`src/rtl/efuse_pkg.sv`:
```
// Shared definitions for the eFuse array manager: FSM states, error codes
// and default geometry.
package efuse_pkg;

  localparam int DEFAULT_DATA_W    = 32;
  localparam int DEFAULT_NUM_WORDS = 4;

  typedef enum logic [1:0] {
    SCAN   = 2'd0,
    READY  = 2'd1,
    PGM    = 2'd2,
    REREAD = 2'd3
  } efuseState_e;

  localparam logic [1:0] ERR_NONE      = 2'b00;
  localparam logic [1:0] ERR_NOT_BLANK = 2'b01;
  localparam logic [1:0] ERR_REJECT    = 2'b10;
  localparam logic [1:0] ERR_VERIFY    = 2'b11;

endpackage

```
`src/rtl/efuse_shadow_bank.sv`:
```
// NUM_WORDS x DATA_W shadow copy of the fuse array: one write port, every
// word visible at once on a flat read-out bus.
module efuse_shadow_bank
  import efuse_pkg::*;
#(
  parameter int DATA_W    = DEFAULT_DATA_W,
  parameter int NUM_WORDS = DEFAULT_NUM_WORDS,
  parameter int ADDR_W    = $clog2(NUM_WORDS)
) (
  input  logic                          clk,
  input  logic                          rst,
  input  logic                          we_i,
  input  logic [ADDR_W-1:0]             waddr_i,
  input  logic [DATA_W-1:0]             wdata_i,
  output logic [NUM_WORDS*DATA_W-1:0]   rdata_o
);

  logic [DATA_W-1:0] mem_q [NUM_WORDS];

  always_ff @(posedge clk or posedge rst) begin
    if (rst) begin
      for (int i = 0; i < NUM_WORDS; i++) begin
        mem_q[i] <= '0;
      end
    end else if (we_i) begin
      mem_q[waddr_i] <= wdata_i;
    end
  end

  for (genvar g = 0; g < NUM_WORDS; g++) begin : gen_flat
    assign rdata_o[g*DATA_W +: DATA_W] = mem_q[g];
  end

endmodule

```
`src/rtl/efuse_array_mgr.sv`:
```
// eFuse array manager: scans all words into a shadow bank after reset, then
// serves write-once program requests. Build option EFUSE_PGM_VERIFY_EN adds
// a read-back compare after each burn.
module efuse_array_mgr
  import efuse_pkg::*;
#(
  parameter int DATA_W    = DEFAULT_DATA_W,
  parameter int NUM_WORDS = DEFAULT_NUM_WORDS,
  parameter int ADDR_W    = $clog2(NUM_WORDS)
) (
  input  logic                          clk,
  input  logic                          rst,
  input  logic                          efuse_bypass_i,
  input  logic [NUM_WORDS*DATA_W-1:0]   bypass_data_i,
  input  logic                          pgm_req_i,
  input  logic [ADDR_W-1:0]             pgm_addr_i,
  input  logic [DATA_W-1:0]             pgm_data_i,
  output logic                          pgm_busy_o,
  output logic                          pgm_ack_o,
  output logic                          pgm_err_o,
  output logic [1:0]                    pgm_err_code_o,
  output logic [NUM_WORDS*DATA_W-1:0]   efuse_out_o,
  output logic                          efuse_valid_o,
  output logic                          ctrl_read_o,
  output logic                          ctrl_write_o,
  output logic [ADDR_W-1:0]             ctrl_addr_o,
  output logic [DATA_W-1:0]             ctrl_wdata_o,
  input  logic                          ctrl_rd_done_i,
  input  logic                          ctrl_wr_done_i,
  input  logic [DATA_W-1:0]             ctrl_rdata_i
);

  efuseState_e                  state_q, state_d;
  logic [ADDR_W-1:0]            scanIdx_q, scanIdx_d;
  logic [ADDR_W-1:0]            pgmAddr_q, pgmAddr_d;
  logic [DATA_W-1:0]            pgmData_q, pgmData_d;
  logic [ADDR_W-1:0]            ctrlAddr_q, ctrlAddr_d;
  logic [DATA_W-1:0]            ctrlWdata_q, ctrlWdata_d;
  logic                         ctrlRead_q, ctrlRead_d;
  logic                         ctrlWrite_q, ctrlWrite_d;
  logic                         busy_q, busy_d;
  logic                         ack_q, ack_d;
  logic                         err_q, err_d;
  logic [1:0]                   errCode_q, errCode_d;
  logic                         valid_q, valid_d;
  logic                         reqPrev_q;
  logic [NUM_WORDS*DATA_W-1:0]  efuseOut_q;

  logic [NUM_WORDS*DATA_W-1:0]  shadowFlat;
  logic                         shadowWe;
  logic [ADDR_W-1:0]            shadowWaddr;
  logic                         reqEdge;
  logic                         rdDone;
  logic                         wrDone;
  logic                         addrInRange;
  logic [DATA_W-1:0]            targetWord;

  // Done pulses only count while the matching request is actually on the bus.
  assign reqEdge     = pgm_req_i & ~reqPrev_q;
  assign rdDone      = ctrl_rd_done_i & ctrlRead_q & ((state_q == SCAN) || (state_q == REREAD));
  assign wrDone      = ctrl_wr_done_i & ctrlWrite_q & (state_q == PGM);
  assign addrInRange = (int'(pgm_addr_i) < NUM_WORDS);
  assign targetWord  = addrInRange ? shadowFlat[pgm_addr_i*DATA_W +: DATA_W] : '0;
  assign shadowWe    = rdDone;
  assign shadowWaddr = (state_q == SCAN) ? scanIdx_q : pgmAddr_q;

  efuse_shadow_bank #(
    .DATA_W    (DATA_W),
    .NUM_WORDS (NUM_WORDS),
    .ADDR_W    (ADDR_W)
  ) u_shadow (
    .clk     (clk),
    .rst     (rst),
    .we_i    (shadowWe),
    .waddr_i (shadowWaddr),
    .wdata_i (ctrl_rdata_i),
    .rdata_o (shadowFlat)
  );

  always_comb begin
    state_d     = state_q;
    scanIdx_d   = scanIdx_q;
    pgmAddr_d   = pgmAddr_q;
    pgmData_d   = pgmData_q;
    ctrlAddr_d  = ctrlAddr_q;
    ctrlWdata_d = ctrlWdata_q;
    ctrlRead_d  = 1'b0;
    ctrlWrite_d = 1'b0;
    busy_d      = busy_q;
    ack_d       = 1'b0;
    err_d       = 1'b0;
    errCode_d   = errCode_q;
    valid_d     = valid_q;

    case (state_q)
      SCAN: begin
        ctrlRead_d = 1'b1;
        ctrlAddr_d = scanIdx_q;
        if (rdDone) begin
          if (scanIdx_q == ADDR_W'(NUM_WORDS - 1)) begin
            ctrlRead_d = 1'b0;
            valid_d    = 1'b1;
            state_d    = READY;
          end else begin
            scanIdx_d  = scanIdx_q + ADDR_W'(1);
            ctrlAddr_d = scanIdx_q + ADDR_W'(1);
          end
        end
      end

      READY: begin
        if (reqEdge) begin
          if (efuse_bypass_i || !addrInRange) begin
            err_d     = 1'b1;
            errCode_d = ERR_REJECT;
          end else if (targetWord != '0) begin
            err_d     = 1'b1;
            errCode_d = ERR_NOT_BLANK;
          end else begin
            pgmAddr_d = pgm_addr_i;
            pgmData_d = pgm_data_i;
            busy_d    = 1'b1;
            state_d   = PGM;
          end
        end
      end

      PGM: begin
        ctrlWrite_d = 1'b1;
        ctrlAddr_d  = pgmAddr_q;
        ctrlWdata_d = pgmData_q;
        if (wrDone) begin
          ctrlWrite_d = 1'b0;
          state_d     = REREAD;
        end
      end

      REREAD: begin
        ctrlRead_d = 1'b1;
        ctrlAddr_d = pgmAddr_q;
        if (rdDone) begin
          ctrlRead_d = 1'b0;
          busy_d     = 1'b0;
          state_d    = READY;
`ifdef EFUSE_PGM_VERIFY_EN
          if (ctrl_rdata_i != pgmData_q) begin
            err_d     = 1'b1;
            errCode_d = ERR_VERIFY;
          end else begin
            ack_d     = 1'b1;
            errCode_d = ERR_NONE;
          end
`else
          ack_d     = 1'b1;
          errCode_d = ERR_NONE;
`endif
        end
      end

      default: state_d = SCAN;
    endcase

    // A request outside READY is turned away without touching the active access.
    if (reqEdge && (state_q != READY)) begin
      err_d     = 1'b1;
      errCode_d = ERR_REJECT;
    end
  end

  always_ff @(posedge clk or posedge rst) begin
    if (rst) begin
      state_q     <= SCAN;
      scanIdx_q   <= '0;
      pgmAddr_q   <= '0;
      pgmData_q   <= '0;
      ctrlAddr_q  <= '0;
      ctrlWdata_q <= '0;
      ctrlRead_q  <= 1'b0;
      ctrlWrite_q <= 1'b0;
      busy_q      <= 1'b0;
      ack_q       <= 1'b0;
      err_q       <= 1'b0;
      errCode_q   <= ERR_NONE;
      valid_q     <= 1'b0;
      reqPrev_q   <= 1'b0;
      efuseOut_q  <= '0;
    end else begin
      state_q     <= state_d;
      scanIdx_q   <= scanIdx_d;
      pgmAddr_q   <= pgmAddr_d;
      pgmData_q   <= pgmData_d;
      ctrlAddr_q  <= ctrlAddr_d;
      ctrlWdata_q <= ctrlWdata_d;
      ctrlRead_q  <= ctrlRead_d;
      ctrlWrite_q <= ctrlWrite_d;
      busy_q      <= busy_d;
      ack_q       <= ack_d;
      err_q       <= err_d;
      errCode_q   <= errCode_d;
      valid_q     <= valid_d;
      reqPrev_q   <= pgm_req_i;
      efuseOut_q  <= efuse_bypass_i ? bypass_data_i : shadowFlat;
    end
  end

  assign pgm_busy_o     = busy_q;
  assign pgm_ack_o      = ack_q;
  assign pgm_err_o      = err_q;
  assign pgm_err_code_o = errCode_q;
  assign efuse_out_o    = efuseOut_q;
  assign efuse_valid_o  = valid_q;
  assign ctrl_read_o    = ctrlRead_q;
  assign ctrl_write_o   = ctrlWrite_q;
  assign ctrl_addr_o    = ctrlAddr_q;
  assign ctrl_wdata_o   = ctrlWdata_q;

endmodule
```
`config.mk`:
```
export PLATFORM = sky130hd
export DESIGN_NAME = efuse_array_mgr
export DESIGN_NICKNAME = d
export VERILOG_FILES = /design/src/rtl/efuse_pkg.sv /design/src/rtl/efuse_shadow_bank.sv /design/src/rtl/efuse_array_mgr.sv
export SDC_FILE = /design/constraint.sdc
export NUM_CORES = 1
export LEC_CHECK = 0
export CAP_MARGIN = 25
export CORE_ASPECT_RATIO = 0.8
export CORE_MARGIN = 4
export CORE_UTILIZATION = 52
export CTS_BUF_LIST = sky130_fd_sc_hd__clkbuf_4 sky130_fd_sc_hd__clkbuf_8 sky130_fd_sc_hd__clkbuf_16
export DETAILED_ROUTE_END_ITERATION = 12
export GPL_ROUTABILITY_DRIVEN = 0
export PLACE_DENSITY = 0.86
export SLEW_MARGIN = 25
export SYNTH_ARGS = -nofsm -noshare
export SYNTH_HDL_FRONTEND = slang
export SYNTH_SLANG_ARGS = --single-unit
```
`constraint.sdc`:
```
create_clock -name clk -period 23.6 [get_ports clk]
set_input_delay 4.72 -clock clk [delete_from_list [all_inputs] [get_ports clk]]
set_output_delay 4.72 -clock clk [all_outputs]
set_load 0.02 [all_outputs]
```
==> reports/qor.txt <==
Top cells by count, synth -> 337 x dfrtp_1, 295 x mux2_2, 32 x clkbuf_1, 30 x mux2_4, 24 x nor4_1
Worst R2R Start -> u_shadow.rdata_o[23]
Pwr/cell area -> 119 nW/um^2
CTS H-tree lvls -> 2
Hold path startpoint -> efuse_valid_o
Global-route wire length before repair -> 55,300 um
Final wirelength -> 37,000 um
# Max-Cap Violations -> 0
HPWL after DPL -> 26,700 um
Setup crit start kind -> input port
Minimum hold slack -> 460 ps
Syn nets -> 1,026
GRT Overall Usage -> 26.2%
Max incr delay on CP -> 720 ps
Cell area after layout -> 18,500 um^2
Hold Violations, Final -> 0
Biggest area consumer among synthesized cells -> dfrtp_1
Routed via count -> 8,401
Crit-path slowest cell -> nand4_4
Cell with the most instances after synthesis -> dfrtp_1
Required @ worst endpoint -> 23,980 ps
Post-synthesis register bit count -> 337
Vias in the first global route -> 9,301
Fin nets -> 1,404
Skew final -> 14.7 ps
WP data arrival -> 8000 ps
Initial antenna violation count -> 2
Status -> finished clean
Synth top area share -> 64.3%
Ports -> 370
YS warnings -> 0
P_leak -> 8.40 nW
Setup crit start -> pgm_addr_i[0]
# rows -> 51
Crit-path cells -> clkdlybuf4s50_1, nor4_1, nand4_1, or4_1, o211ai_2, nand4_4, mux2_4
Mapped Area -> 13,100 um^2
Hold Path Class -> flop to flop
DR WL/cell -> 24.0 um
Die ar. -> 27,800 um^2
Placed Area -> 17,100 um^2
Finished Layout Cells -> 1,543
Syn_area_per_cell -> 16.0 um^2
Dpl ws -> 15,470 ps
Total setup buffers inserted after CTS -> 0
Main flop type after synthesis -> dfrtp_1
Iteration-0 DRC count of the detailed router -> 383
Clock Path Buffers -> 3
CP Capture Type -> flop
Post-synth EDFFs -> 0
DRC -> 0
Fin crit period -> 7620 ps
Worst setup margin -> 15,980 ps
Post-cts sizing count -> 0
Layout cells sized above 1 -> 33.3%
Initial core utilization -> 53.4%
Clock slew at reported path FFs -> 60 ps
Hold buffers post-CTS -> 0
DRT Pass-1 Iters -> 4
Fin. max-slew vios -> 0
Post-synth ARST share -> 100%
Core area -> 24,600 um^2
Clock sink total -> 337
Worst Max-Slew Pin Slew -> 944 ps
Largest net degree at the start of global routing -> 128
Crit path kind -> input port to flop
Port Buf Inserts -> 369
Max VDD drop -> 0.0787 mV
Die H -> 150 um
Period utilisation layout -> 32.3%
Vias per cell -> 5.44
Seq/Total Area, Yosys -> 64.3%
Top post-synthesis cells by area -> dfrtp_1 64%, mux2_2 25%, mux2_4 3.4%
Grt ovf -> 0
Relative slew slack -> 37.1%
Placed insts -> 1,478
Synth-to-Final Area Change -> 40.9%
Setup_tns -> 0 ps
Crit path max fanout -> 34
CTS tree -> done
Root Buffer -> clkbuf_16
RSZ-0062 raised after global routing -> no
Fmax -> 131 MHz
Mapped Cells -> 821
Final setup fails -> 0
Worst skew pair latency -> 510 ps
Synth cell types -> 38
CTS buffer count -> 35
Final ANT Viol Nets -> 0
Die X -> 186 um
## final cells by class
cell class,instances,area [um^2]
sequential,337,8430
fill,1517,6080
multi-input combinational,441,4540
timing repair buffer,378,3810
clock buffer,51,1090
tap,318,398
clock inverter,11,188
inverter,6,30.0
antenna,1,2.50
## worst paths after layout
check                                  endpoint  cells after the start  slack, ps
max                               pgmData_q[19]                      7      15980
min                               efuse_valid_o                      1        460
max reg2reg                       pgmData_q[19]                      6      20030
min reg2reg                       efuse_valid_o                      1        460
max in group asynchronous  u_shadow.rdata_o[12]                      4      16630
min in group asynchronous      ctrl_wdata_o[28]                      2       4810
## worst max-delay path: cells and delay by family
kind            cells  cell delay [ps]
simple gates        4             1670
buf+inv             1              590
mux                 1              570
compound gates      1              380
## metal layers
| metal | up-vias | part of all wire, % | GRT usage (%) |
|---|---|---|---|
| met5 | - | 0.035 | 0 |
| li1 | 3725 | - | - |
| met1 | 4298 | 40 | 33.4 |
| met4 | 2 | 2.0 | 6.74 |
| met2 | 321 | 49 | 43.8 |
| met3 | 55 | 9.4 | 8.51 |
## cells by family after synthesis
group	after synthesis	synth area share, %
buf+inv	43	1.40
flops	337	64.3
mux	327	28.9
fa+ha+maj	5	0.477
compound gates	28	1.37
simple gates	81	3.55
## placed cells by master, fill, tap and decap left out, drive strengths merged, types with 5 or more instances in the layout
cell	synthesis	routed
clkdlybuf4s50	0	368
dfrtp	337	337
mux2	325	325
clkbuf	32	51
nor4	24	24
nor2	16	16
nand2	11	11
buf	5	10
nand4	8	8
o21ai	8	8
inv	6	6
clkinv	0	6
nor3	5	5
ha	5	5
bufinv	0	5
a21oi	5	5
## per-stage QoR
step                utilization, %  power, mW
finish                        75.2       2.20
global route                  75.2       2.30
CTS                           75.0       2.22
detailed placement            69.8       1.61
global placement              69.8       1.58
floorplan                        -       1.26
## flip-flops by register name (all words and copies together) (netlist names)
| register | flops |
|---|---|
| ctrl_addr_o | 2 |
| ctrl_read_o | 1 |
| ctrl_wdata_o | 32 |
| ctrl_write_o | 1 |
| efuse_out_o | 128 |
| efuse_valid_o | 1 |
| pgmAddr_q | 2 |
| pgmData_q | 32 |
| pgm_ack_o | 1 |
| pgm_busy_o | 1 |
| pgm_err_code_o | 2 |
| pgm_err_o | 1 |
| reqPrev_q | 1 |
| scanIdx_q | 2 |
| state_q | 2 |
| u_shadow.rdata_o | 128 |
## power by group
group / total, mW / internal [mW] / switching [mW]
logic: 0.690 / 0.373 / 0.317
clock network: 0.598 / 0.375 / 0.223
registers: 0.911 / 0.771 / 0.140
(Power assumes the default switching activity.)
